**config.mk**
```make
export PLATFORM = sky130hd
export DESIGN_NAME = pwm_ctrl_flat
export DESIGN_NICKNAME = d
export VERILOG_FILES = /design/src/rtl/pwm_ctrl_if.sv /design/src/rtl/pwm_ctrl.sv /design/src/flat_wrapper.sv
export SDC_FILE = /design/constraint.sdc
export NUM_CORES = 1
export LEC_CHECK = 0
export BUFFER_PORTS_ARGS = -buffer_cell sky130_fd_sc_hd__buf_2
export CAP_MARGIN = 20
export CORE_ASPECT_RATIO = 1.4
export CORE_MARGIN = 3
export CORE_UTILIZATION = 40
export DETAILED_ROUTE_END_ITERATION = 8
export PLACE_DENSITY_LB_ADDON = 0.05
export SYNTH_ARGS = -nofsm -noshare
export SYNTH_HDL_FRONTEND = slang
export SYNTH_SLANG_ARGS = --single-unit
```
**constraint.sdc**
```tcl
create_clock -name clk -period 11.6 [get_ports clk]
set_input_delay 1.16 -clock clk [delete_from_list [all_inputs] [get_ports clk]]
set_output_delay 1.16 -clock clk [all_outputs]
set_load 0.1 [all_outputs]
```
**src/rtl/pwm_ctrl_if.sv**
```systemverilog
// Configuration handshake and PWM peripheral command bus for pwm_ctrl.
// The slave side is the controller; the master side is the requester
// together with the PWM timer it commands.
interface pwm_ctrl_if;
  logic        req_valid;
  logic        req_ready;
  logic [15:0] req_top;
  logic [15:0] req_cmp;
  logic [15:0] req_step;
  logic        req_restart;
  logic [15:0] pwm_cnt;
  logic [15:0] pwm_top;
  logic [1:0]  pwm_sel;
  logic [15:0] pwm_d;
  logic        busy;
  logic        done;

  modport master (
    output req_valid, req_top, req_cmp, req_step, req_restart,
    output pwm_cnt, pwm_top,
    input  req_ready, pwm_sel, pwm_d, busy, done
  );

  modport slave (
    input  req_valid, req_top, req_cmp, req_step, req_restart,
    input  pwm_cnt, pwm_top,
    output req_ready, pwm_sel, pwm_d, busy, done
  );
endinterface

```
**src/rtl/pwm_ctrl.sv**
```systemverilog
// PWM configuration controller: initialises the PWM timer after reset, then
// applies requested period/compare settings at period boundaries, optionally
// ramping the compare value by a fixed step once per period.
module pwm_ctrl #(
  parameter logic [15:0] RESET_TOP = 16'hFFFF
) (
  input logic       clk,
  input logic       rst,
  pwm_ctrl_if.slave bus
);

  typedef enum logic [3:0] {
    INIT_TOP  = 4'd0,
    INIT_CMP  = 4'd1,
    INIT_CNT  = 4'd2,
    IDLE      = 4'd3,
    WAIT_WRAP = 4'd4,
    LOAD_TOP  = 4'd5,
    LOAD_CMP  = 4'd6,
    LOAD_CNT  = 4'd7,
    DONE      = 4'd8
  } state_t;

  state_t      state_r;
  state_t      state_next_s;
  logic [15:0] sh_top_r;
  logic [15:0] sh_cmp_r;
  logic [15:0] sh_step_r;
  logic        sh_restart_r;
  logic [15:0] cur_cmp_r;
  logic [15:0] next_cmp_s;
  logic [16:0] diff_s;
  logic [15:0] mag_s;
  logic [1:0]  sel_s;
  logic [15:0] d_s;
  logic        ready_s;
  logic        busy_s;
  logic        done_s;
  logic        immediate_s;

  // Restart-style requests skip the period wait and clear the counter at the end.
  assign immediate_s = bus.req_restart && (bus.req_step == 16'd0);

  // Next compare value: one saturating step from cur_cmp toward sh_cmp.
  always_comb begin
    diff_s     = {1'b0, sh_cmp_r} - {1'b0, cur_cmp_r};
    mag_s      = 16'd0;
    next_cmp_s = sh_cmp_r;
    if (sh_step_r == 16'd0) begin
      next_cmp_s = sh_cmp_r;
    end else if (diff_s[16] == 1'b0) begin
      // Target at or above current value: step up, clamp at target.
      mag_s = diff_s[15:0];
      if (mag_s <= sh_step_r) begin
        next_cmp_s = sh_cmp_r;
      end else begin
        next_cmp_s = cur_cmp_r + sh_step_r;
      end
    end else begin
      // Target below current value: step down, clamp at target.
      mag_s = 16'd0 - diff_s[15:0];
      if (mag_s <= sh_step_r) begin
        next_cmp_s = sh_cmp_r;
      end else begin
        next_cmp_s = cur_cmp_r - sh_step_r;
      end
    end
  end

  // Next-state and output decode; every output is forced quiet while in reset.
  always_comb begin
    state_next_s = state_r;
    sel_s        = 2'b00;
    d_s          = 16'd0;
    ready_s      = 1'b0;
    busy_s       = 1'b1;
    done_s       = 1'b0;
    if (rst) begin
      state_next_s = INIT_TOP;
    end else begin
      case (state_r)
        INIT_TOP: begin
          sel_s        = 2'b10;
          d_s          = RESET_TOP;
          state_next_s = INIT_CMP;
        end
        INIT_CMP: begin
          sel_s        = 2'b01;
          state_next_s = INIT_CNT;
        end
        INIT_CNT: begin
          sel_s        = 2'b11;
          state_next_s = IDLE;
        end
        IDLE: begin
          ready_s = 1'b1;
          busy_s  = 1'b0;
          if (bus.req_valid) begin
            state_next_s = immediate_s ? LOAD_TOP : WAIT_WRAP;
          end else begin
            state_next_s = IDLE;
          end
        end
        WAIT_WRAP: begin
          // Leave on the last count of the period so loads land on count 0.
          if (bus.pwm_cnt >= bus.pwm_top) begin
            state_next_s = LOAD_TOP;
          end else begin
            state_next_s = WAIT_WRAP;
          end
        end
        LOAD_TOP: begin
          sel_s        = 2'b10;
          d_s          = sh_top_r;
          state_next_s = LOAD_CMP;
        end
        LOAD_CMP: begin
          sel_s = 2'b01;
          d_s   = next_cmp_s;
          if (next_cmp_s != sh_cmp_r) begin
            state_next_s = WAIT_WRAP;
          end else if (sh_restart_r && (sh_step_r == 16'd0)) begin
            state_next_s = LOAD_CNT;
          end else begin
            state_next_s = DONE;
          end
        end
        LOAD_CNT: begin
          sel_s        = 2'b11;
          state_next_s = DONE;
        end
        DONE: begin
          done_s       = 1'b1;
          state_next_s = IDLE;
        end
        default: begin
          state_next_s = INIT_TOP;
        end
      endcase
    end
  end

  // State register; reset restarts the init sequence.
  always_ff @(posedge clk) begin
    if (rst) begin
      state_r <= INIT_TOP;
    end else begin
      state_r <= state_next_s;
    end
  end

  // Request shadow registers and the compare value last written to the timer.
  always_ff @(posedge clk) begin
    if (rst) begin
      sh_top_r     <= 16'd0;
      sh_cmp_r     <= 16'd0;
      sh_step_r    <= 16'd0;
      sh_restart_r <= 1'b0;
      cur_cmp_r    <= 16'd0;
    end else begin
      if ((state_r == IDLE) && bus.req_valid) begin
        sh_top_r     <= bus.req_top;
        sh_cmp_r     <= bus.req_cmp;
        sh_step_r    <= bus.req_step;
        sh_restart_r <= bus.req_restart;
      end
      case (state_r)
        INIT_TOP, INIT_CMP, INIT_CNT: cur_cmp_r <= 16'd0;
        LOAD_CMP:                     cur_cmp_r <= next_cmp_s;
        default:                      cur_cmp_r <= cur_cmp_r;
      endcase
    end
  end

  assign bus.pwm_sel   = sel_s;
  assign bus.pwm_d     = d_s;
  assign bus.req_ready = ready_s;
  assign bus.busy      = busy_s;
  assign bus.done      = done_s;

endmodule

```
**src/flat_wrapper.sv**
```systemverilog
// flat-port wrapper written by rule: the top's interface ports become plain ports
module pwm_ctrl_flat 
#(
  parameter logic [15:0] RESET_TOP = 16'hFFFF
)
  (clk, rst, bus_req_valid, bus_req_top, bus_req_cmp, bus_req_step, bus_req_restart, bus_pwm_cnt, bus_pwm_top, bus_req_ready, bus_pwm_sel, bus_pwm_d, bus_busy, bus_done);
  pwm_ctrl_if bus_i ();
  input logic clk;
  input logic rst;
  input wire logic [$bits(bus_i.req_valid)-1:0] bus_req_valid;
  input wire logic [$bits(bus_i.req_top)-1:0] bus_req_top;
  input wire logic [$bits(bus_i.req_cmp)-1:0] bus_req_cmp;
  input wire logic [$bits(bus_i.req_step)-1:0] bus_req_step;
  input wire logic [$bits(bus_i.req_restart)-1:0] bus_req_restart;
  input wire logic [$bits(bus_i.pwm_cnt)-1:0] bus_pwm_cnt;
  input wire logic [$bits(bus_i.pwm_top)-1:0] bus_pwm_top;
  output wire logic [$bits(bus_i.req_ready)-1:0] bus_req_ready;
  output wire logic [$bits(bus_i.pwm_sel)-1:0] bus_pwm_sel;
  output wire logic [$bits(bus_i.pwm_d)-1:0] bus_pwm_d;
  output wire logic [$bits(bus_i.busy)-1:0] bus_busy;
  output wire logic [$bits(bus_i.done)-1:0] bus_done;
  assign bus_i.req_valid = bus_req_valid;
  assign bus_i.req_top = bus_req_top;
  assign bus_i.req_cmp = bus_req_cmp;
  assign bus_i.req_step = bus_req_step;
  assign bus_i.req_restart = bus_req_restart;
  assign bus_i.pwm_cnt = bus_pwm_cnt;
  assign bus_i.pwm_top = bus_pwm_top;
  assign bus_req_ready = bus_i.req_ready;
  assign bus_pwm_sel = bus_i.pwm_sel;
  assign bus_pwm_d = bus_i.pwm_d;
  assign bus_busy = bus_i.busy;
  assign bus_done = bus_i.done;
  pwm_ctrl #(.RESET_TOP(RESET_TOP)) u_core (.clk(clk), .rst(rst), .bus(bus_i));
endmodule
```
==> results.sh <==
export IMPL_status="finished, final reports clean"
export IMPL_syn_to_final_growth_pct=13.01
export IMPL_async_flop_share=0
export IMPL_clk_pin_slew_ns=0.06
export IMPL_synth_warnings=0
export IMPL_cts_root_to_sink_buffers=2
export IMPL_placed_area_mm2=0.008414
export IMPL_cp_max_fo=12
export IMPL_synth_edf_count=0
export IMPL_combPwrFrac=0.656
export IMPL_report_power_total_mw=1.592
export IMPL_finClkSkew_ns=0.008857
export IMPL_seq_area_frac_synth=0.1779
export IMPL_gr_usage_all_layers=0.2780
export IMPL_required_ns=10.44
export IMPL_ioPinCount=105
export IMPL_syn_cell_area_mm2=0.007762
export IMPL_worstPathArrival_ns=7.07
export IMPL_routed_wl_mm=29.29
export IMPL_numPortBuffers=104
export IMPL_coreArea_mm2=0.01882
export IMPL_post_cts_buffers=0
export IMPL_p_int_mw=0.7681
export IMPL_maxCapViolCount=0
export IMPL_path_class="flip-flop to output port"
export IMPL_grt_pass1_wl_mm=44.80
export IMPL_n_antenna_cell=0
export IMPL_synth_cells=1079
export IMPL_grt_setup_unrepaired="no"
export IMPL_cts_resized_gates=0
export IMPL_synthFlopType="dfxtp_1"
export IMPL_dieHeight_um=170.8
export IMPL_drc=0
export IMPL_slew_headroom=0.3328
export IMPL_layout_drive_gt1_share=0.1384
export IMPL_antenna_found_initial=0
export IMPL_crit_path_end_kind="output port"
export IMPL_power_switching_mw=0.8236
export IMPL_fin_crit_sh=0.7094
export IMPL_ff2ff_path_depth=22
export IMPL_drtIter0Drc=487
export IMPL_grt_max_degree=74
export IMPL_routabilityCongestion=0.9625
export IMPL_fin_crit_ns=8.229
export IMPL_synthDistinctLibCells=82
export IMPL_cts_tree="yes"
export IMPL_fp_dieW_um=123.7
export IMPL_rows=59
export IMPL_cts_sinks=69
export IMPL_ir_worst_vdd_v=0.0001884
export IMPL_die_area_mm2=0.02114
export IMPL_clk_latency_ns=0.33
export IMPL_tightest_slew_ns=0.9917
export IMPL_cellPowerDensity_mw_per_mm2=181.4
export IMPL_p_clk_frac=0.179
export IMPL_design_area_mm2=0.008772
export IMPL_final_nets=1332
export IMPL_syn_nets=1260
export IMPL_dp_hpwl_mm=24.12
export IMPL_htree_levels=3
export IMPL_ys_seq_elements=69
export IMPL_min_path_type="flip-flop to flip-flop"
export IMPL_power_leakage_nw=3.744
export IMPL_root_buffer="clkbuf_16"
export IMPL_wl_per_cell_um=20.92
export IMPL_cts_hold_buf=0
export IMPL_via_per_inst=5.939
export IMPL_p_sw_frac=0.5174
export IMPL_max_freq_mhz=121.5
export IMPL_vias=8315
export IMPL_setup_viol=0
export IMPL_timing_final_max_slew_violations=0
export IMPL_setup_tns_ns=0
export IMPL_hold_depth=2
export IMPL_drtPass1Iterations=5
export IMPL_start_util=0.4124
export IMPL_timing_hold_ws_ns=0.4562
export IMPL_syn_area_per_cell_um2=7.194
export IMPL_cp_start_kind="flip-flop"
export IMPL_cts_made_buffers=9
export IMPL_grt_overflow=0
export IMPL_grt_pass1_vias=8146
export IMPL_ant_nets=0
export IMPL_hold_viol=0
export IMPL_seqPwrFrac=0.165
[state kept, by name (all words and copies together) (netlist names)]
signal	cells
u_core.cur_cmp_r	16
u_core.sh_cmp_r	16
u_core.sh_restart_r	1
u_core.sh_step_r	16
u_core.sh_top_r	16
u_core.state_r	4
[layer usage]
layer,part of all wire,track usage,vias up
li1,-,-,4059
met1,0.39,0.3256,3855
met2,0.48,0.4740,306
met3,0.051,0.02910,95
met4,0.074,0.1827,0
met5,0,0,-
[layout by cell type, fill, tap and decap left out, types with 6 or more instances in the layout]
master       n
nor2_1      66
o21ai_0     28
a31oi_1     14
a211oi_1    15
nand2b_1    14
o221ai_1    10
inv_1       79
xnor2_1     40
a21o_1      23
a221o_1      6
buf_4        6
dfxtp_1     69
nand3_1     18
nor4_1      16
o211ai_1    12
nand4_1     13
nor2b_1     13
xor2_1      17
ha_1        94
or3_1        6
buf_2      104
a21oi_1    150
clkbuf_16    9
nand2_1    168
nor3_1      26
a22oi_1      7
[synth_stat cells, drive strengths merged, types with 6 or more instances]
cell | number | area share
dfxtp | 69 | 0.18
ha | 94 | 0.15
nor4 | 20 | 0.019
a22oi | 7 | 0.0068
a2111oi | 6 | 0.0092
nand2b | 14 | 0.011
a221o | 6 | 0.0077
nand4 | 14 | 0.012
a21oi | 150 | 0.097
nand2 | 168 | 0.081
nor2b | 14 | 0.012
xnor2 | 40 | 0.045
buf | 18 | 0.015
or3 | 6 | 0.0048
nor3 | 28 | 0.018
o211ai | 13 | 0.013
xor2 | 17 | 0.019
a221oi | 6 | 0.0098
a21o | 23 | 0.022
o21ai | 35 | 0.024
a31oi | 14 | 0.011
nand3 | 18 | 0.012
inv | 80 | 0.039
o221ai | 10 | 0.011
a211oi | 18 | 0.019
nor2 | 67 | 0.032
clkbuf | 33 | 0.016
[final cells by class]
| cell class | count | area, um2 |
|---|---|---|
| repair buffers | 112 | 604.3 |
| inverters | 81 | 304.0 |
| multi-input cells | 878 | 5866 |
| clock inverters | 5 | 58.81 |
| fillers | 2056 | 10050 |
| well taps | 244 | 305.3 |
| clock buffers | 11 | 252.7 |
| flip-flops and latches | 69 | 1381 |
[power groups by stage]
stage / clock [mW] / combinational (mW) / sequential [mW]
after floorplan: 0 / 0.810 / 0.256
after global placement: 0 / 1.04 / 0.268
after detailed placement: 0 / 1.03 / 0.268
after CTS: 0.291 / 1.04 / 0.262
after global routing: 0.299 / 1.14 / 0.264
final: 0.285 / 1.04 / 0.263
[metrics by stage]
step	util	worst slack [ns]	std cells
6_report	0.4660	3.371	1400
5_1_grt	0.4660	2.932	1400
4_1_cts	0.4635	3.423	1397
3_5_place_dp	0.4470	3.801	1381
3_3_place_gp	0.4470	3.861	1381
2_1_floorplan	-	3.898	1079
[worst paths after layout]
kind | end | slack (ns) | startpoint
max reg2reg | u_core.state_r[2] | 4.79 | u_core.sh_cmp_r[0]
max | bus_pwm_d[2] | 3.37 | u_core.sh_cmp_r[0]
min reg2reg | u_core.sh_restart_r | 0.46 | u_core.sh_restart_r
min | u_core.sh_restart_r | 0.46 | u_core.sh_restart_r
[kinds of logic after synthesis]
family | Yosys count | share of synthesized area
AND/OR/NAND/NOR | 376 | 0.2294
XOR/XNOR | 57 | 0.06431
multiplexers | 4 | 0.005158
adder cells (fa/ha/maj) | 97 | 0.1593
buffers and inverters | 132 | 0.07011
AO/OA/AOI/OAI | 344 | 0.2938
flip-flops | 69 | 0.1779
[worst max-delay path, stage by stage (launching register included)]
cell and delay (ns):
dfxtp_1 0.42, inv_1 0.07, ha_1 0.21, fa_1 0.41, nand2b_1 0.21, a21oi_1 0.22, nor2_1 0.12, xnor2_1 0.18
or4_1 0.61, nor4_1 0.88, nand4b_1 0.21, xor2_1 0.20, ha_1 0.30, nand4_1 0.16, o21bai_1 0.23, nor3_1 0.10
nor3_1 0.26, and3_4 0.33, nor2_1 0.08, nor2_1 0.59, o221ai_1 0.31, a21oi_1 0.19, buf_2 0.43
Power figures use the tool's default switching activity.
